## src/rtl/jk_seq_pkg.sv

```systemverilog
// Shared opcode/state types and constants for the JK bank sequencer.
package jk_seq_pkg;

  typedef enum logic [2:0] {
    OP_NOP  = 3'd0,
    OP_SET  = 3'd1,
    OP_CLR  = 3'd2,
    OP_TOG  = 3'd3,
    OP_LOAD = 3'd4,
    OP_INC  = 3'd5,
    OP_SHL  = 3'd6,
    OP_RSVD = 3'd7
  } jk_op_e;

  typedef enum logic [1:0] {
    ST_IDLE = 2'd0,
    ST_EXEC = 2'd1,
    ST_DONE = 2'd2
  } jk_state_e;

  localparam logic [2:0] OPC_NOP  = 3'd0;
  localparam logic [2:0] OPC_SET  = 3'd1;
  localparam logic [2:0] OPC_CLR  = 3'd2;
  localparam logic [2:0] OPC_TOG  = 3'd3;
  localparam logic [2:0] OPC_LOAD = 3'd4;
  localparam logic [2:0] OPC_INC  = 3'd5;
  localparam logic [2:0] OPC_SHL  = 3'd6;
  localparam logic [2:0] OPC_RSVD = 3'd7;

  // INC and SHL are the only opcodes that run for more than one EXEC cycle
  function automatic logic is_multi_step(input jk_op_e op);
    return (op == OP_INC) || (op == OP_SHL);
  endfunction

endpackage

```

## src/rtl/jk_bank_sequencer_if.sv

```systemverilog
// Command/status bundle between a command source and jk_bank_sequencer.
// cmd_abort exists only when JK_SEQ_ABORT_EN is defined.
interface jk_bank_sequencer_if #(
  parameter int WIDTH = 8,
  parameter int CNT_W = 8
);

  logic             cmd_valid;
  logic             cmd_ready;
  logic [2:0]       cmd_op;
  logic [WIDTH-1:0] cmd_data;
  logic [CNT_W-1:0] cmd_count;
`ifdef JK_SEQ_ABORT_EN
  logic             cmd_abort;
`endif
  logic [WIDTH-1:0] q;
  logic             busy;
  logic             done;

  modport master (
    output cmd_valid,
    output cmd_op,
    output cmd_data,
    output cmd_count,
`ifdef JK_SEQ_ABORT_EN
    output cmd_abort,
`endif
    input  cmd_ready,
    input  q,
    input  busy,
    input  done
  );

  modport slave (
    input  cmd_valid,
    input  cmd_op,
    input  cmd_data,
    input  cmd_count,
`ifdef JK_SEQ_ABORT_EN
    input  cmd_abort,
`endif
    output cmd_ready,
    output q,
    output busy,
    output done
  );

endinterface

```

## src/rtl/jk_cell.sv

```systemverilog
// Single JK flip-flop with synchronous active-high reset to 0.
module jk_cell (
  input  logic clk,
  input  logic rst,
  input  logic j,
  input  logic k,
  output logic q
);

  always_ff @(posedge clk) begin
    if (rst) begin
      q <= 1'b0;
    end else begin
      unique case ({j, k})
        2'b00:   q <= q;
        2'b01:   q <= 1'b0;
        2'b10:   q <= 1'b1;
        default: q <= ~q;
      endcase
    end
  end

endmodule

```

## src/rtl/jk_bank_sequencer.sv

```systemverilog
// Command-driven sequencer for a bank of WIDTH JK cells (bit ops, INC, SHL).
// Optional abort input enabled by defining JK_SEQ_ABORT_EN.
module jk_bank_sequencer
  import jk_seq_pkg::*;
#(
  parameter int WIDTH = 8,
  parameter int CNT_W = 8
) (
  input logic              clk,
  input logic              rst,
  jk_bank_sequencer_if.slave bus
);

  localparam logic [CNT_W-1:0] STEP_ONE = {{(CNT_W-1){1'b0}}, 1'b1};

  jk_state_e        state;
  jk_state_e        state_nxt;
  jk_op_e           op_r;
  logic [WIDTH-1:0] data_r;
  logic [CNT_W-1:0] steps_left;

  logic             accept;
  logic             step_en;
  logic             abort;
  logic [WIDTH-1:0] j;
  logic [WIDTH-1:0] k;
  logic [WIDTH-1:0] q_bank;
  logic [WIDTH-1:0] inc_t;
  logic [WIDTH-1:0] shl_j;

  always_ff @(posedge clk) begin
    if (rst) begin
      state      <= ST_IDLE;
      op_r       <= OP_NOP;
      data_r     <= '0;
      steps_left <= '0;
    end else begin
      state <= state_nxt;
      if (accept) begin
        op_r       <= jk_op_e'(bus.cmd_op);
        data_r     <= bus.cmd_data;
        steps_left <= bus.cmd_count;
      end else if (step_en) begin
        steps_left <= steps_left - STEP_ONE;
      end
    end
  end

  // Counter toggles ride a carry chain; shift drives each cell to its lower neighbour's value
  always_comb begin
    logic carry;
    carry = 1'b1;
    inc_t = '0;
    for (int i = 0; i < WIDTH; i++) begin
      inc_t[i] = carry;
      carry    = carry & q_bank[i];
    end
    shl_j = {q_bank[WIDTH-2:0], data_r[0]};
  end

  always_comb begin
    abort = 1'b0;
`ifdef JK_SEQ_ABORT_EN
    abort = bus.cmd_abort;
`endif
  end

  always_comb begin
    state_nxt = state;
    accept    = 1'b0;
    step_en   = 1'b0;
    j         = '0;
    k         = '0;
    unique case (state)
      ST_IDLE: begin
        if (bus.cmd_valid) begin
          accept    = 1'b1;
          state_nxt = ST_EXEC;
        end
      end
      ST_EXEC: begin
        state_nxt = ST_DONE;
        if (abort) begin
          j = '0;
          k = '0;
        end else if (is_multi_step(op_r)) begin
          if (steps_left != '0) begin
            step_en = 1'b1;
            if (op_r == OP_INC) begin
              j = inc_t;
              k = inc_t;
            end else begin
              j = shl_j;
              k = ~shl_j;
            end
            if (steps_left != STEP_ONE) begin
              state_nxt = ST_EXEC;
            end
          end
        end else begin
          unique case (op_r)
            OP_SET: begin
              j = data_r;
            end
            OP_CLR: begin
              k = data_r;
            end
            OP_TOG: begin
              j = data_r;
              k = data_r;
            end
            OP_LOAD: begin
              j = data_r;
              k = ~data_r;
            end
            default: begin
              j = '0;
              k = '0;
            end
          endcase
        end
      end
      ST_DONE: begin
        state_nxt = ST_IDLE;
      end
      default: begin
        state_nxt = ST_IDLE;
      end
    endcase
  end

  for (genvar i = 0; i < WIDTH; i++) begin : g_cell
    jk_cell u_cell (
      .clk (clk),
      .rst (rst),
      .j   (j[i]),
      .k   (k[i]),
      .q   (q_bank[i])
    );
  end

  assign bus.q         = q_bank;
  assign bus.cmd_ready = (state == ST_IDLE);
  assign bus.busy      = (state != ST_IDLE);
  assign bus.done      = (state == ST_DONE);

endmodule

```

## src/flat_wrapper.sv

```systemverilog
// flat-port wrapper written by rule: the top's interface ports become plain ports
module jk_bank_sequencer_flat import jk_seq_pkg::*;
#(
  parameter int WIDTH = 8,
  parameter int CNT_W = 8
)
  (clk, rst, bus_cmd_valid, bus_cmd_op, bus_cmd_data, bus_cmd_count, bus_cmd_ready, bus_q, bus_busy, bus_done);
  jk_bank_sequencer_if #(.WIDTH(WIDTH), .CNT_W(CNT_W)) bus_i ();
  input logic clk;
  input logic rst;
  input wire logic [$bits(bus_i.cmd_valid)-1:0] bus_cmd_valid;
  input wire logic [$bits(bus_i.cmd_op)-1:0] bus_cmd_op;
  input wire logic [$bits(bus_i.cmd_data)-1:0] bus_cmd_data;
  input wire logic [$bits(bus_i.cmd_count)-1:0] bus_cmd_count;
  output wire logic [$bits(bus_i.cmd_ready)-1:0] bus_cmd_ready;
  output wire logic [$bits(bus_i.q)-1:0] bus_q;
  output wire logic [$bits(bus_i.busy)-1:0] bus_busy;
  output wire logic [$bits(bus_i.done)-1:0] bus_done;
  assign bus_i.cmd_valid = bus_cmd_valid;
  assign bus_i.cmd_op = bus_cmd_op;
  assign bus_i.cmd_data = bus_cmd_data;
  assign bus_i.cmd_count = bus_cmd_count;
  assign bus_cmd_ready = bus_i.cmd_ready;
  assign bus_q = bus_i.q;
  assign bus_busy = bus_i.busy;
  assign bus_done = bus_i.done;
  jk_bank_sequencer #(.WIDTH(WIDTH), .CNT_W(CNT_W)) u_core (.clk(clk), .rst(rst), .bus(bus_i));
endmodule
```

## config.mk

```make
export PLATFORM = sky130hd
export DESIGN_NAME = jk_bank_sequencer_flat
export DESIGN_NICKNAME = d
export VERILOG_FILES = /design/src/rtl/jk_seq_pkg.sv /design/src/rtl/jk_bank_sequencer_if.sv /design/src/rtl/jk_cell.sv /design/src/rtl/jk_bank_sequencer.sv /design/src/flat_wrapper.sv
export SDC_FILE = /design/constraint.sdc
export NUM_CORES = 1
export LEC_CHECK = 0
export CAP_MARGIN = 20
export CORE_MARGIN = 4
export CORE_UTILIZATION = 30
export DETAILED_ROUTE_END_ITERATION = 10
export GPL_TIMING_DRIVEN = 0
export PLACE_DENSITY_LB_ADDON = 0.3
export SKIP_LAST_GASP = 1
export SLEW_MARGIN = 20
export SYNTH_ARGS = -nofsm -noshare
export SYNTH_HDL_FRONTEND = slang
export SYNTH_SLANG_ARGS = --single-unit
```

## constraint.sdc

```tcl
create_clock -name clk -period 2.75 [get_ports clk]
set_input_delay 0.6875 -clock clk [delete_from_list [all_inputs] [get_ports clk]]
set_output_delay 0.6875 -clock clk [all_outputs]
set_load 0.02 [all_outputs]
```

Word-level counts from Yosys, hierarchy flattened
Cells that the tools add are included.
Widths: inputs -> output; s select.
- multiply operators: 0
- reduce and logical (&&, ||, !) cells: 15
- multiplexer cells: 30
- shift operators: 0
- bitwise operators: 16
- div/mod/pow operators: 0
- add/sub/neg operators: 1
- eq/ne operators: 26
- order comparisons: 0
- operators by type and width (operator ; count):
    $mux 8 ; 11
    $pmux 1 s3 ; 8
    $eq 2x1->1 const B ; 9
    $eq 2x2->1 const B ; 9
    $logic_not 2->1 ; 9
    $not 8->8 ; 2
    $pmux 8 s2 ; 1
    $eq 3x3->1 const B ; 3
    $mux 2 ; 4
    $ne 8x1->1 const B ; 1
    $not 1->1 ; 8
    $reduce_bool 8->1 ; 1
    $sub 8x1->8 const B ; 1
    $and 1x1->1 ; 6
    $eq 3x2->1 const B ; 2
    $mux 1 ; 5
    $pmux 2 s2 ; 1
    $reduce_bool 2->1 ; 2
    $eq 3x1->1 const B ; 1
    $reduce_or 3->1 ; 1
    $ne 2x2->1 const B ; 1
    $reduce_or 2->1 ; 1
    $logic_or 1x1->1 ; 1
- memories: 0
- bits in registers: 29
- memory bits (writable): 0
- ROM bits: 0
- word-level logic and storage cells: 100
- latch bits: 0
- output and inout bits: 11

Longest topological paths before layout
- word-level depth: 12
- mapped depth: 11
- mapped depth without buffers: 10

By module
Synthesis repeated with hierarchy kept, for this count alone.
- cells, all modules: 285
- area, all modules: 2158.3 um^2
- by module, submodules not included (module ; cells each ; area each (um^2) ; instances):
    jk_bank_sequencer ; 213 ; 1547.7 ; 1
    jk_cell ; 9 ; 76.3 ; 8

Least setup slack after synthesis
Ideal clock, no wire load.
- kind: flip-flop to flip-flop
- start: register u_core.steps_left[0]
- end: register u_core.g_cell[3].u_cell.q
- arrival: 2.182 ns
- setup time: 0.132 ns
- path slack: 0.436 ns
- clock period less this slack: 2.314 ns
- path buffers: 1
- cell stages (with the launch flop): 12
- cells stage by stage: dfxtp_1 -> inv_1 -> ha_1 -> nor4b_2 -> a21o_1 -> buf_6 -> nor2_1 -> a22oi_1 -> ha_1 -> nor3_1 -> a31oi_1 -> a21oi_1
- longest elaborated chain between the ends: 6
- ends and longest elaborated chain (what ; RTL line ; source):
    start: declaration ; jk_bank_sequencer.sv:20 ; logic [CNT_W-1:0] steps_left;
    start signal: assignment ; jk_bank_sequencer.sv:42 ; steps_left <= bus.cmd_count;
    start signal: assignment ; jk_bank_sequencer.sv:44 ; steps_left <= steps_left - STEP_ONE;
    $reduce_bool 8->1 * ; jk_bank_sequencer.sv:87 ; if (steps_left != '0) begin
    $mux 8 ; jk_bank_sequencer.sv:87 ;
    $mux 8 ; jk_bank_sequencer.sv:86 ; end else if (is_multi_step(op_r)) begin
    $mux 8 ; jk_bank_sequencer.sv:74 ; unique case (state)
    $eq 2x2->1, or another cell as far along ; jk_cell.sv:14 ; unique case ({j, k})
    $pmux 1 s3 ; jk_cell.sv:14 ;
    end signal: assignment ; jk_cell.sv:15 ; 2'b00: q <= q;
    end signal: assignment ; jk_cell.sv:18 ; default: q <= ~q;
    end: declaration ; jk_cell.sv:7 ; output logic q
Every way passes the cells marked *; elsewhere a longest branch is shown, timed or not.
A chain may end at the register's enable or synchronous reset.

Final worst setup path
- start: register u_core.steps_left[0]
- end: register u_core.g_cell[7].u_cell.q
- longest elaborated chain between the ends: 6
- ends and longest elaborated chain (what ; RTL line):
    $reduce_bool 8->1 * ; jk_bank_sequencer.sv:87
    $mux 8 ; jk_bank_sequencer.sv:87
    $mux 8 ; jk_bank_sequencer.sv:86
    $mux 8 ; jk_bank_sequencer.sv:74
    $eq 2x2->1, or another cell as far along ; jk_cell.sv:14
    $pmux 1 s3 ; jk_cell.sv:14
    end signal: assignment ; jk_cell.sv:15
    end signal: assignment ; jk_cell.sv:18
    end: declaration ; jk_cell.sv:7
Marked as above.

==> metrics.txt <==
TritonCTS clock tree built; vias in the first global route 2,156; Total Routed Length 5860 microns; drt first pass iters 4; # nets final 377; routed length per instance 13.4 microns; leak pwr 1.06 nW; Area Overhead vs Synth 24.3%; Post-CTS Hold Fix Bufs 0; first-pass GRT wire length 9940 microns; Vias/cell 5.11; nature of the critical path endpoint flop; Fin. Hold Viols 0; syn_nets 338; CP Data Required Time 2.89 ns; design area 2790 sq um; placed instance count 428; flops & latches, synth 29; die footprint 8940 sq um; Max Clock Freq 0.390 GHz; Final min period 2.57 ns; post-layout power 1.09 mW; Post-Synth Simple-Gate Area 27.4%; Ant. Diodes 0; synthesized area 2250 sq um; post-synthesis adder-cell area fraction 10.6%; Post-synth EDFFs 0; CP dominant cell by count ha_1; mux contribution to synthesized area 1.34%; Rel. slew slack 59.7%; Yosys warning total 0; DRT antenna net count 0; die outline height 94.6 microns; Post-Synth XOR/XNOR Area 1.11%; non-filler cells, final 436; IO Pins 33; Worst Tran Pin Value 0.602 ns; H-tree depth 2; Rows 31; Final Setup Violations 0; worst-path cell chain inv_1 > ha_1 > nor4b_4 > a21o_1 > buf_6 > nor2_2 > a22oi_1 > ha_1 > nor3_1 > a31oi_1 > a21oi_1; global placer's final weighted congestion 0.838; Flop pwr share 43.6%; Final Hold Slack 0.471 ns; Power per Cell Area 392 nW/um^2; via count 2,226; TritonCTS buffer count 5; CTS root buffer clkbuf_8; Async SR Flop Fraction 0%; gr usage total 13.9%; DRC viols 0; Reg2Reg Setup Slack 0.18 ns; crit path kind flop to flop; Detail Placement HPWL 4310 microns; initial antenna violation count 0; post-synth top area share 25.8%; Max Slew Vio Count 0; drt initial violations 106; P_sw 351 uW; port buffer count 32; Max Cap Viol 0; CP arrival 2.71 ns; main combinational cell family by area after synthesis simple AND/OR/NAND/NOR gates; Yosys cell types 55; period utilization 93.3%; Max clock buf depth 2; Initial Util 31.0%; largest cells by area after synthesis dfxtp_1 26%, ha_1 11%, nand2_1 8.7%, a21oi_1 5.3%, buf_4 3.7%; clk_skew 0.00606 ns; Area after DPL 2690 sq um; post-synthesis sequential area ratio 25.8%; status complete, no violations; Clock power frac 31.7%; Core Region 7250 sq um; crit start category flop; area leader, netlist dfxtp_1; Reg clk slew, reported paths 0.07 ns; FILL cells 777; Hold Path Class flop to flop; Top FF cell, synth dfxtp_1; Max FO, Critical Path 10; Die W 94.6 microns; Util after Layout 38.5%; largest net degree at the start of global routing 11; max incr delay on CP 0.41 ns; Worst path slowest cell dfxtp_1; layout cells sized above 1 10.7%; Post CTS Setup Buffer Count 0; Clock Sink Count 29; VDD IR max 0.251 mV; Worst-Skew Late Latency 0.28 ns; Cell Int Power 743 uW; Comb pwr share 24.8%; complex-gate fraction of the synthesized area 23.9%; syn avg cell area 7.57 sq um; Post-Synthesis Cells 297; net switching fraction of the power 32.1%; gr ovfl total 0
==> state kept, by name, indices dropped and copies added, names as in the netlist <==
register	count
u_core.data_r	8
u_core.g_cell.u_cell.q	8
u_core.op_r	3
u_core.state	2
u_core.steps_left	8
==> worst paths after layout <==
check                             from                   endpoint  depth (start not counted)
max               u_core.steps_left[0]  u_core.g_cell[7].u_cell.q                         11
min          u_core.g_cell[7].u_cell.q  u_core.g_cell[7].u_cell.q                          2
max reg2reg       u_core.steps_left[0]  u_core.g_cell[7].u_cell.q                         11
min reg2reg  u_core.g_cell[7].u_cell.q  u_core.g_cell[7].u_cell.q                          2
==> synth_stat cells, types with 2 or more instances <==
| cell type | number |
|---|---|
| or3_1 | 3 |
| ha_1 | 19 |
| dfxtp_1 | 29 |
| or3b_2 | 2 |
| nand2_1 | 52 |
| mux2i_1 | 3 |
| nor4_1 | 4 |
| a21oi_1 | 24 |
| and2_1 | 6 |
| buf_4 | 11 |
| nand3_1 | 4 |
| or4_1 | 2 |
| a32oi_1 | 3 |
| and3_1 | 6 |
| a221o_1 | 3 |
| nor2_1 | 20 |
| a22oi_1 | 3 |
| nor3_1 | 9 |
| clkbuf_1 | 8 |
| nor2b_1 | 3 |
| nand2b_1 | 4 |
| a31oi_1 | 9 |
| o21ai_0 | 9 |
| nand4_1 | 3 |
| a311oi_1 | 3 |
| buf_2 | 5 |
| buf_6 | 2 |
| a211oi_1 | 2 |
| a32o_1 | 6 |
| inv_1 | 15 |
==> kinds of logic (layout without fill, tap and decap cells) <==
kind of cell	count (synthesis)	after routing
DFF	29	29
muxes	3	3
xor gates and xnor gates	2	2
and+or+nand+nor	125	125
buffers and inverters	42	82
adders and majority gates	19	19
AOI/OAI and AO/OA	77	77
==> power by group through the flow <==
stage               Sequential (mW)  Combinational [mW]  Clock, mW
floorplan                     0.476               0.175          0
global placement              0.483               0.259          0
detailed placement            0.484               0.263          0
CTS                           0.474               0.264      0.359
global route                  0.481               0.302      0.378
finish                        0.477               0.271      0.347
==> routing by layer <==
layer	up-vias	track usage [%]	wire length, microns
met3	12	2.79	256
met1	1031	16.9	2710
met2	50	24.2	2780
met4	0	4.81	118
met5	-	0	0
li1	1133	-	-
==> repair_timing <==
action                                  4_1_cts  5_1_grt
endpoints found under the setup margin        3        5
resized for setup                             1        2
cloned                                        0        0
hold endpoints to repair                      0        0
==> worst max-delay path, delay by kind of cell, from the launching register on <==
| kind | cells | cell delay (ns) |
|---|---|---|
| DFF | 1 | 0.41 |
| AOI/OAI and AO/OA | 4 | 0.65 |
| and+or+nand+nor | 3 | 0.56 |
| adders and majority gates | 2 | 0.56 |
| buffers and inverters | 2 | 0.24 |
==> per-stage QoR <==
step	TNS (ns)	setup slack, ns
floorplan	0	0.436
CTS	0	0.0437
global route	-0.00897	-0.00897
finish	0	0.185
detailed placement	-0.0625	-0.0311
global placement	0	0.0309
==> layout by cell type (no fill, tap or decap), types with 2 or more instances in the layout <==
master,count
nor2_1,19
a31oi_1,9
a22oi_1,3
nand2b_1,4
a211oi_1,2
inv_1,15
or3b_2,2
a32oi_1,3
and2_1,6
nor4_1,4
dfxtp_1,29
clkbuf_8,5
nand2_1,52
buf_2,5
ha_1,19
o21ai_0,9
buf_6,2
or3_1,3
and3_1,6
clkbuf_1,9
nor3_1,9
or4_1,2
a311oi_1,3
clkinv_2,2
a32o_1,6
nand4_1,3
nor2b_1,3
buf_4,11
a221o_1,3
nand3_1,4
mux2i_1,3
a21oi_1,24
clkdlybuf4s50_1,32
==> cell type report <==
cell class	count	area (sq um)	area share, %
clock inverter	2	10.0	0.358
clock buffer	6	72.6	2.60
buffer	27	164	5.87
timing repair buffer	32	320	11.5
multi-input combinational	226	1470	52.5
inverter	15	56.3	2.02
sequential	29	581	20.8
tap	99	124	4.43
(Power assumes the default switching activity.)
